==> config.mk <==
export PLATFORM = sky130hd
export DESIGN_NAME = spi_lcd_stream
export DESIGN_NICKNAME = d
export VERILOG_FILES = /design/src/rtl/spi_lcd_stream.sv
export SDC_FILE = /design/constraint.sdc
export NUM_CORES = 1
export LEC_CHECK = 0
export CAP_MARGIN = 20
export CORE_MARGIN = 5
export CORE_UTILIZATION = 40
export DETAILED_ROUTE_END_ITERATION = 12
export GPL_TIMING_DRIVEN = 1
export PLACE_DENSITY = 0.6
export SKIP_CTS_REPAIR_TIMING = 1
export SLEW_MARGIN = 20
export SYNTH_ARGS = -nofsm -noshare
export SYNTH_HDL_FRONTEND = slang
export SYNTH_SLANG_ARGS = --single-unit
==> constraint.sdc <==
create_clock -name clk -period 3.2 [get_ports clk]
set_clock_uncertainty 0.15 [all_clocks]
set_input_delay 0.48 -clock clk [delete_from_list [all_inputs] [get_ports clk]]
set_output_delay 0.48 -clock clk [all_outputs]
set_load 0.02 [all_outputs]
==> src/rtl/spi_lcd_stream.sv <==
// spi_lcd_stream: streams {dc, data} words from a small FIFO to an SPI LCD
// panel. The SPI link is mode 0 and sends MSB first. While it transmits it
// also captures the bits that arrive on MISO. A separate request pulses the
// LCD reset line, but only between words.
//
// Ports
//   clk, rst            system clock, synchronous active-high reset
//   wr_en/wr_dc/wr_data push one {dc, data} entry into the FIFO
//   lcd_rst_req         one-cycle request for an LCD hardware reset pulse
//   MISO                serial data from the LCD
//   full, overflow      FIFO full / sticky "a write was dropped"
//   busy                FSM not idle or FIFO non-empty
//   done, rx_data       end-of-word pulse and the word captured on MISO
//   MOSI, SCLK, SS, DC  SPI data, clock, chip select (low), data/command
//   RES                 LCD reset (active low)
module spi_lcd_stream #(
    parameter int DW         = 8,
    parameter int DIV        = 4,
    parameter int DEPTH      = 4,
    parameter int RST_CYCLES = 16
) (
    input  logic          clk,
    input  logic          rst,
    input  logic          wr_en,
    input  logic          wr_dc,
    input  logic [DW-1:0] wr_data,
    input  logic          lcd_rst_req,
    input  logic          MISO,
    output logic          full,
    output logic          overflow,
    output logic          busy,
    output logic          done,
    output logic [DW-1:0] rx_data,
    output logic          MOSI,
    output logic          SCLK,
    output logic          SS,
    output logic          DC,
    output logic          RES
);

    localparam int AW = $clog2(DEPTH);
    localparam int CW = $clog2(((DIV > RST_CYCLES) ? DIV : RST_CYCLES) + 1);
    localparam int TW = $clog2(2 * DW);
    localparam logic [CW-1:0] DIV_LAST = CW'(DIV - 1);
    localparam logic [CW-1:0] RST_LAST = CW'(RST_CYCLES - 1);
    localparam logic [TW-1:0] TOG_LAST = TW'(2 * DW - 1);
    localparam logic [AW:0]   FULL_CNT = (AW + 1)'(DEPTH);

    typedef enum logic [2:0] {IDLE, LCDRST, LOAD, SHIFT, GAP} state_t;

    state_t            r_state;
    state_t            w_next;
    logic              w_pop;

    logic [DW:0]       r_mem [DEPTH];
    logic [AW-1:0]     r_wr_ptr;
    logic [AW-1:0]     r_rd_ptr;
    logic [AW:0]       r_count;
    logic              r_overflow;
    logic              w_full;
    logic              w_empty;
    logic              w_push;
    logic [DW:0]       w_head;

    logic              r_pend;
    logic [CW-1:0]     r_cnt;
    logic [TW-1:0]     r_tog;
    logic              w_div_end;
    logic              w_last;
    logic [DW-1:0]     r_tx;
    logic [DW-1:0]     r_rx;
    logic [DW-1:0]     r_rx_data;
    logic              r_done;
    logic              r_sclk;
    logic              r_ss;
    logic              r_dc;
    logic              r_res;

    // FIFO: a write while full is dropped, even when a pop frees a slot in
    // the same cycle.
    assign w_full  = (r_count == FULL_CNT);
    assign w_empty = (r_count == '0);
    assign w_push  = wr_en && !w_full;
    assign w_head  = r_mem[r_rd_ptr];

    always_ff @(posedge clk) begin
        if (w_push) r_mem[r_wr_ptr] <= {wr_dc, wr_data};
    end

    always_ff @(posedge clk) begin
        if (rst) begin
            r_wr_ptr   <= '0;
            r_rd_ptr   <= '0;
            r_count    <= '0;
            r_overflow <= 1'b0;
        end else begin
            if (w_push) r_wr_ptr <= r_wr_ptr + AW'(1);
            if (w_pop)  r_rd_ptr <= r_rd_ptr + AW'(1);
            case ({w_push, w_pop})
                2'b10:   r_count <= r_count + (AW + 1)'(1);
                2'b01:   r_count <= r_count - (AW + 1)'(1);
                default: r_count <= r_count;
            endcase
            if (wr_en && w_full) r_overflow <= 1'b1;
        end
    end

    // FSM: next state and FIFO pop. A pending LCD reset takes priority over
    // queued words, but only at idle or at a word boundary.
    assign w_div_end = (r_cnt == DIV_LAST);
    assign w_last    = (r_tog == TOG_LAST);

    always_comb begin
        w_next = r_state;
        w_pop  = 1'b0;
        case (r_state)
            IDLE: begin
                if (r_pend) begin
                    w_next = LCDRST;
                end else if (!w_empty) begin
                    w_next = LOAD;
                    w_pop  = 1'b1;
                end
            end
            LCDRST: if (r_cnt == RST_LAST) w_next = IDLE;
            LOAD:   w_next = SHIFT;
            SHIFT: begin
                if (w_div_end && w_last) begin
                    if (!r_pend && !w_empty) begin
                        w_next = LOAD;
                        w_pop  = 1'b1;
                    end else begin
                        w_next = GAP;
                    end
                end
            end
            GAP:     if (w_div_end) w_next = r_pend ? LCDRST : IDLE;
            default: w_next = IDLE;
        endcase
    end

    always_ff @(posedge clk) begin
        if (rst) r_state <= IDLE;
        else     r_state <= w_next;
    end

    // Serial datapath. The word's head is loaded on the edge that enters
    // LOAD, so SS, DC and the first MOSI bit are already valid in LOAD.
    always_ff @(posedge clk) begin
        if (rst) begin
            r_pend    <= 1'b0;
            r_cnt     <= '0;
            r_tog     <= '0;
            r_tx      <= '0;
            r_rx      <= '0;
            r_rx_data <= '0;
            r_done    <= 1'b0;
            r_sclk    <= 1'b0;
            r_ss      <= 1'b1;
            r_dc      <= 1'b0;
            r_res     <= 1'b1;
        end else begin
            r_done <= 1'b0;
            // A new request wins over the clear at the end of LCDRST.
            r_pend <= lcd_rst_req || (r_pend && !(r_state == LCDRST && w_next == IDLE));

            // One counter serves as SCLK divider, GAP timer and reset timer.
            if (r_state != w_next || (r_state == SHIFT && w_div_end))
                r_cnt <= '0;
            else if (r_state != IDLE)
                r_cnt <= r_cnt + CW'(1);

            if (r_state == SHIFT && w_div_end) begin
                r_sclk <= !r_sclk;
                r_tog  <= r_tog + TW'(1);
                if (!r_sclk)
                    r_rx <= {r_rx[DW-2:0], MISO};
                else if (!w_last)
                    r_tx <= {r_tx[DW-2:0], 1'b0};
                if (w_last) begin
                    r_done    <= 1'b1;
                    r_rx_data <= r_rx;
                end
            end

            if (w_next == GAP && r_state != GAP) r_ss <= 1'b1;

            // Listed after the SHIFT update so that a back-to-back reload
            // on the final SCLK fall overrides it.
            if (w_pop) begin
                r_ss  <= 1'b0;
                r_dc  <= w_head[DW];
                r_tx  <= w_head[DW-1:0];
                r_tog <= '0;
            end

            if (w_next == LCDRST && r_state != LCDRST) r_res <= 1'b0;
            if (r_state == LCDRST && w_next == IDLE)   r_res <= 1'b1;
        end
    end

    assign full     = w_full;
    assign overflow = r_overflow;
    assign busy     = (r_state != IDLE) || !w_empty;
    assign done     = r_done;
    assign rx_data  = r_rx_data;
    assign MOSI     = r_tx[DW-1];
    assign SCLK     = r_sclk;
    assign SS       = r_ss;
    assign DC       = r_dc;
    assign RES      = r_res;

endmodule

# Yosys cells after proc, flatten, opt, wreduce, memory -nomap -nowiden
# Memories as Yosys holds them, arrays and structs flattened. A register that Yosys moved wholly into a read port is not among the register bits.
# Cells that the tools add are included.
# Widths: inputs -> output; s select.
[totals]
ff_bits = 50
mem_bits_rw = 36
in_bits = 14
output_inout_bits = 17
mem_count = 1
[memory_table]
columns = ["name", "depth", "width", "rd", "rd_clocked_by_memory_dff", "write_ports", "line_no", "rtl"]
rows = [
  ["r_mem", 4, 9, 1, 1, 1, "55", "logic [DW:0] r_mem [DEPTH];"],
]
[classes]
add_sub_neg = 6
n_eq_ne = 16
n_mux = 25
n_bitwise = 2
n_reduce_logical = 32
[op_table]
columns = ["cell", "count"]
rows = [
  ["$mux 8", 4],
  ["$mux 3", 6],
  ["$pmux 3 s5", 1],
  ["$mux 1", 10],
  ["$eq 3x3->1 const B", 3],
  ["$logic_and 1x1->1", 9],
  ["$logic_not 3->1", 3],
  ["$reduce_bool 2->1", 4],
  ["$reduce_or 2->1", 4],
  ["$eq 3x1->1 const B", 2],
  ["$eq 3x2->1 const B", 2],
  ["$pmux 3 s2", 1],
  ["$add 5x1->5 const B", 1],
  ["$eq 5x2->1 const B", 1],
  ["$eq 5x4->1 const B", 1],
  ["$logic_not 1->1", 5],
  ["$add 2x1->2 const B", 2],
  ["$add 4x1->4 const B", 1],
  ["$eq 4x4->1 const B", 1],
  ["$mux 2", 2],
  ["$reduce_and 2->1", 2],
  ["$add 3x1->3 const B", 1],
  ["$logic_or 1x1->1", 3],
  ["$ne 3x1->1 const B", 1],
  ["other kinds (10)", 11],
]

# Depth between registers and ports, before layout
[depth]
word_depth = 11
depth_mapped = 12

# Worst setup path before layout
# No wires, ideal clock.
[synth_path]
kind = "reg-to-reg"
startpoint = "reg r_cnt[0]"
endpoint = "reg r_count[2]"
setup_time_ns = 0.070
arrival_time_ns = 2.750
t_required_ns = 2.980
slack_ns = 0.230
stages_incl_launch_ff = 13
synth_period_minus_slack_ns = 2.970
path_cell_list = "dfxtp_1 ha_1 or4b_1 buf_6 nor3_4 o21ai_2 clkinv_4 ha_1 inv_1 fa_1 xor2_1 or3_1 a21oi_1"
[synth_via]
elab_chain_len = 6
elab_cells_between_ends = 8
classes_between = "eq/ne (3); mux (3); reduce/logical (2)"
[synth_lines]
columns = ["item", "line_no", "rtl"]
rows = [
  ["start: declaration", "66", "logic [CW-1:0] r_cnt;"],
  ["start signal: assignment", "171", "r_cnt <= r_cnt + CW'(1);"],
  ["$eq 5x2->1 *", "110", "assign w_div_end = (r_cnt == DIV_LAST);"],
  ["$logic_and 1x1->1 *", "128", "if (w_div_end && w_last) begin"],
  ["$mux 1 *", "128", ""],
  ["$pmux 1 s2 *", "116", "case (r_state)"],
  ["named net w_pop", "53", "logic w_pop;"],
  ["$eq 2x1->1 or $eq 2x2->1 (tied branches)", "99", "case ({w_push, w_pop})"],
  ["$pmux 3 s2 or $reduce_bool 2->1 (tied branches)", "n/a", ""],
  ["end signal: assignment", "100", "2'b10: r_count <= r_count + (AW + 1)'(1);"],
  ["end signal: assignment", "101", "2'b01: r_count <= r_count - (AW + 1)'(1);"],
  ["end signal: assignment", "102", "default: r_count <= r_count;"],
  ["end: declaration", "58", "logic [AW:0] r_count;"],
]
# The timed path passes the listed nets; every way through them passes the cells marked *.
# A chain may end at the register's enable or synchronous reset.

# Worst setup path after layout
# Same ends and word-level chain as after synthesis.

==> run metrics <==
Worst setup SP type register; die footprint ~11000 µm²; H-tree levels 3; CP Launch Point r_cnt[0]; Mean Syn Cell Area 12.2 µm²; flops & latches, synth 88; Final Hold Fails 0; post-detail-place hpwl 4.10 mm; layout cells sized above 1 13.6%; worst reg2reg setup slack 0.21 ns; CTS tree yes; Fin Setup TNS 0 ns; Crit path max-delay family simple AND/OR/NAND/NOR gates; Worst Setup End Kind register; Worst R2R End r_count[2]; drc violations 0; Tmin final ~3.0 ns; GRT Total Usage 12.0%; Synth Cell Area ~3600 µm²; post-synthesis cell count about 300; Ys Warns 0; clock-pin slew on the worst setup and hold paths 0.09 ns; later-pin clock latency in the skew report 0.35 ns; Root Buffer clkbuf_8; Max-Slew Margin vs Limit 38.7%; pwr/cell area between 600 and 700 nW/µm²; sequential area share after synthesis 58.2%; clock sink count 88; Max Root-Sink Buffers 2; final critical-path share of the clock period 93.6%; Critical Path End r_count[2]; Slew Limit Fails 0; routability cong. 0.761; fmax 334 MHz; post-synth top area share 29.7%; leakage 1.51 nW; crit path kind register to register; worst path required time 3.33 ns; status completed; Fill cells slightly above 800; synth cell count leaders 52 x dfxtp_1, 37 x nor2_1, 36 x edfxtp_1; Layout Area Growth over Synthesis 16.2%; Post-DRT Antenna Nets 0; RSZ-0062 raised after global routing no; final core occ 48.1%; Post-synth ARST share 0%; first-pass GRT wire length 10.7 mm; drt first pass iters 4; WP buf/inv 2; pin count of the biggest net entering global routing 48; Antenna Cells 0; Overflow after GRT 0; CP Max Fanout 10; core area 8810 µm²; Iter 0 DRT Violations 53; ys flop type dfxtp_1; vias in the first global route 2161; area leader, netlist edfxtp_1; peak supply drop approximately 0.37 mV; Post-synth EDFFs 36; Synth area leaders edfxtp_1 30%, dfxtp_1 29%, mux4_2 5.6%; worst-case reg-to-reg path depth 11; IO Pins 31; DR vias/cell approximately 5; Crit path largest cell delay 0.52 ns; count leader, synth dfxtp_1; routed vias 2238; Chip Width 105 µm; Final nets between 300 and 400; initial antenna violation count 0; number of cell rows 34; Slowest-stage cell, CP or4b_1; count of cell types in the netlist 47; post-DR wirelength/cell ~14 µm; Worst path depth 11; Worst Max-Slew Pin Slew 0.920 ns; Critical Path AT 3.12 ns; FF-to-FF Start r_cnt[0]; port bufs 30; total CTS buffers 9; worst min-delay path class register to register; cell mode on critical path ha_1; Final Setup Violations 0; Routed WL 6.16 mm; Initial Utilization between 40% and 50%; MaxCap Viol Count 0; Post-Syn Nets 322; die height 105 µm; worst path cell trace ha_1 > or4b_1 > nor3_4 > o21ai_2 > clkinv_4 > ha_1 > inv_1 > fa_1 > xor2_1 > or3_1 > a21oi_1
-- cells in the final DEF, fill, tap and decap left out, drive strengths merged, types with 2 or more instances in the layout --
cell type      count
ha                 8
nor2              38
edfxtp            36
mux4               9
xnor2              7
mux2i             17
dfxtp             52
nand2             30
a211oi             6
buf                7
and3               3
nand4              3
a21oi             17
nor2b              2
or3                2
clkdlybuf4s50     29
xor2               5
and2               4
o21bai             2
nand3              5
clkbuf             9
nor3               9
inv               13
a31oi              2
o21ai              3
o211ai             2
clkinv             2
-- stage by stage --
stage               power, mW  setup slack [ns]  std cells  area [µm²]  hold slack, ns
floorplan                2.03             0.230        299        3640           0.281
global placement         2.23             0.284        429        4040           0.292
detailed placement       2.25             0.212        429        4040           0.296
CTS                      2.99             0.183        445        4230           0.309
global route             3.15            0.0636        445        4230           0.320
finish                   2.95             0.206        445        4230           0.306
-- worst register-to-register path, cell delays in order, from the launching register on --
cell      delay [ns]
dfxtp_1         0.38
ha_1            0.22
or4b_1          0.52
nor3_4          0.23
o21ai_2         0.10
clkinv_4        0.12
ha_1            0.19
inv_1           0.06
fa_1            0.37
xor2_1          0.16
or3_1           0.30
a21oi_1         0.13
-- cell families after synthesis --
| kind of cell | synth area share, % |
|---|---|
| DFF | 58.2 |
| muxes | 10.2 |
| AOI/OAI and AO/OA | 7.97 |
| buffers and inverters | 3.16 |
| xor gates and xnor gates | 2.88 |
| adders and majority gates | 3.30 |
| and+or+nand+nor | 14.2 |
-- sequential cells by signal (all words and copies together) (netlist names), named ones only --
name,cells
rx_data,8
r_mem,36
RES,1
r_wr_ptr,2
r_cnt,5
r_tog,4
SS,1
r_pend,1
r_rx,8
r_tx,8
r_count,3
SCLK,1
r_rd_ptr,2
DC,1
overflow,1
r_state,3
done,1
-- cell type report --
type                       count  area, µm²  share of cell area, %
timing repair buffer          36        340                   8.04
multi-input combinational    188       1410                   33.2
inverter                       9       38.8                  0.916
clock buffer                   9        124                   2.93
tap                          108        135                   3.19
clock inverter                 7       67.6                   1.60
sequential                    88       2120                   50.1
-- power breakdown --
part	total, mW	switching [mW]	leakage, nW	internal, mW
Sequential	1.46	0.136	0.753	1.33
Clock	0.742	0.437	0.0962	0.305
Combinational	0.744	0.391	0.661	0.353
Total	2.95	0.964	1.51	1.99
-- routing by layer --
| metal | GRT usage [%] | wire length, µm | share of wire [%] |
|---|---|---|---|
| met1 | 15.3 | 2930 | 48 |
| met2 | 19.0 | 2900 | 47 |
| met3 | 3.67 | 219 | 3.6 |
| met4 | 5.25 | 108 | 1.8 |
| met5 | 0 | 0 | 0 |
-- worst min path at each step --
stage | startpoint | to | slack [ns] | depth (start not counted)
finish | rx_data[7] | rx_data[7] | 0.31 | 2
global route | rx_data[4] | rx_data[4] | 0.32 | 2
CTS | rx_data[7] | rx_data[7] | 0.31 | 2
detailed placement | rx_data[7] | rx_data[7] | 0.30 | 2
global placement | rx_data[4] | rx_data[4] | 0.29 | 2
floorplan | r_rx[7] | rx_data[7] | 0.28 | 2
No activity file was read; power rests on OpenSTA's default activity.
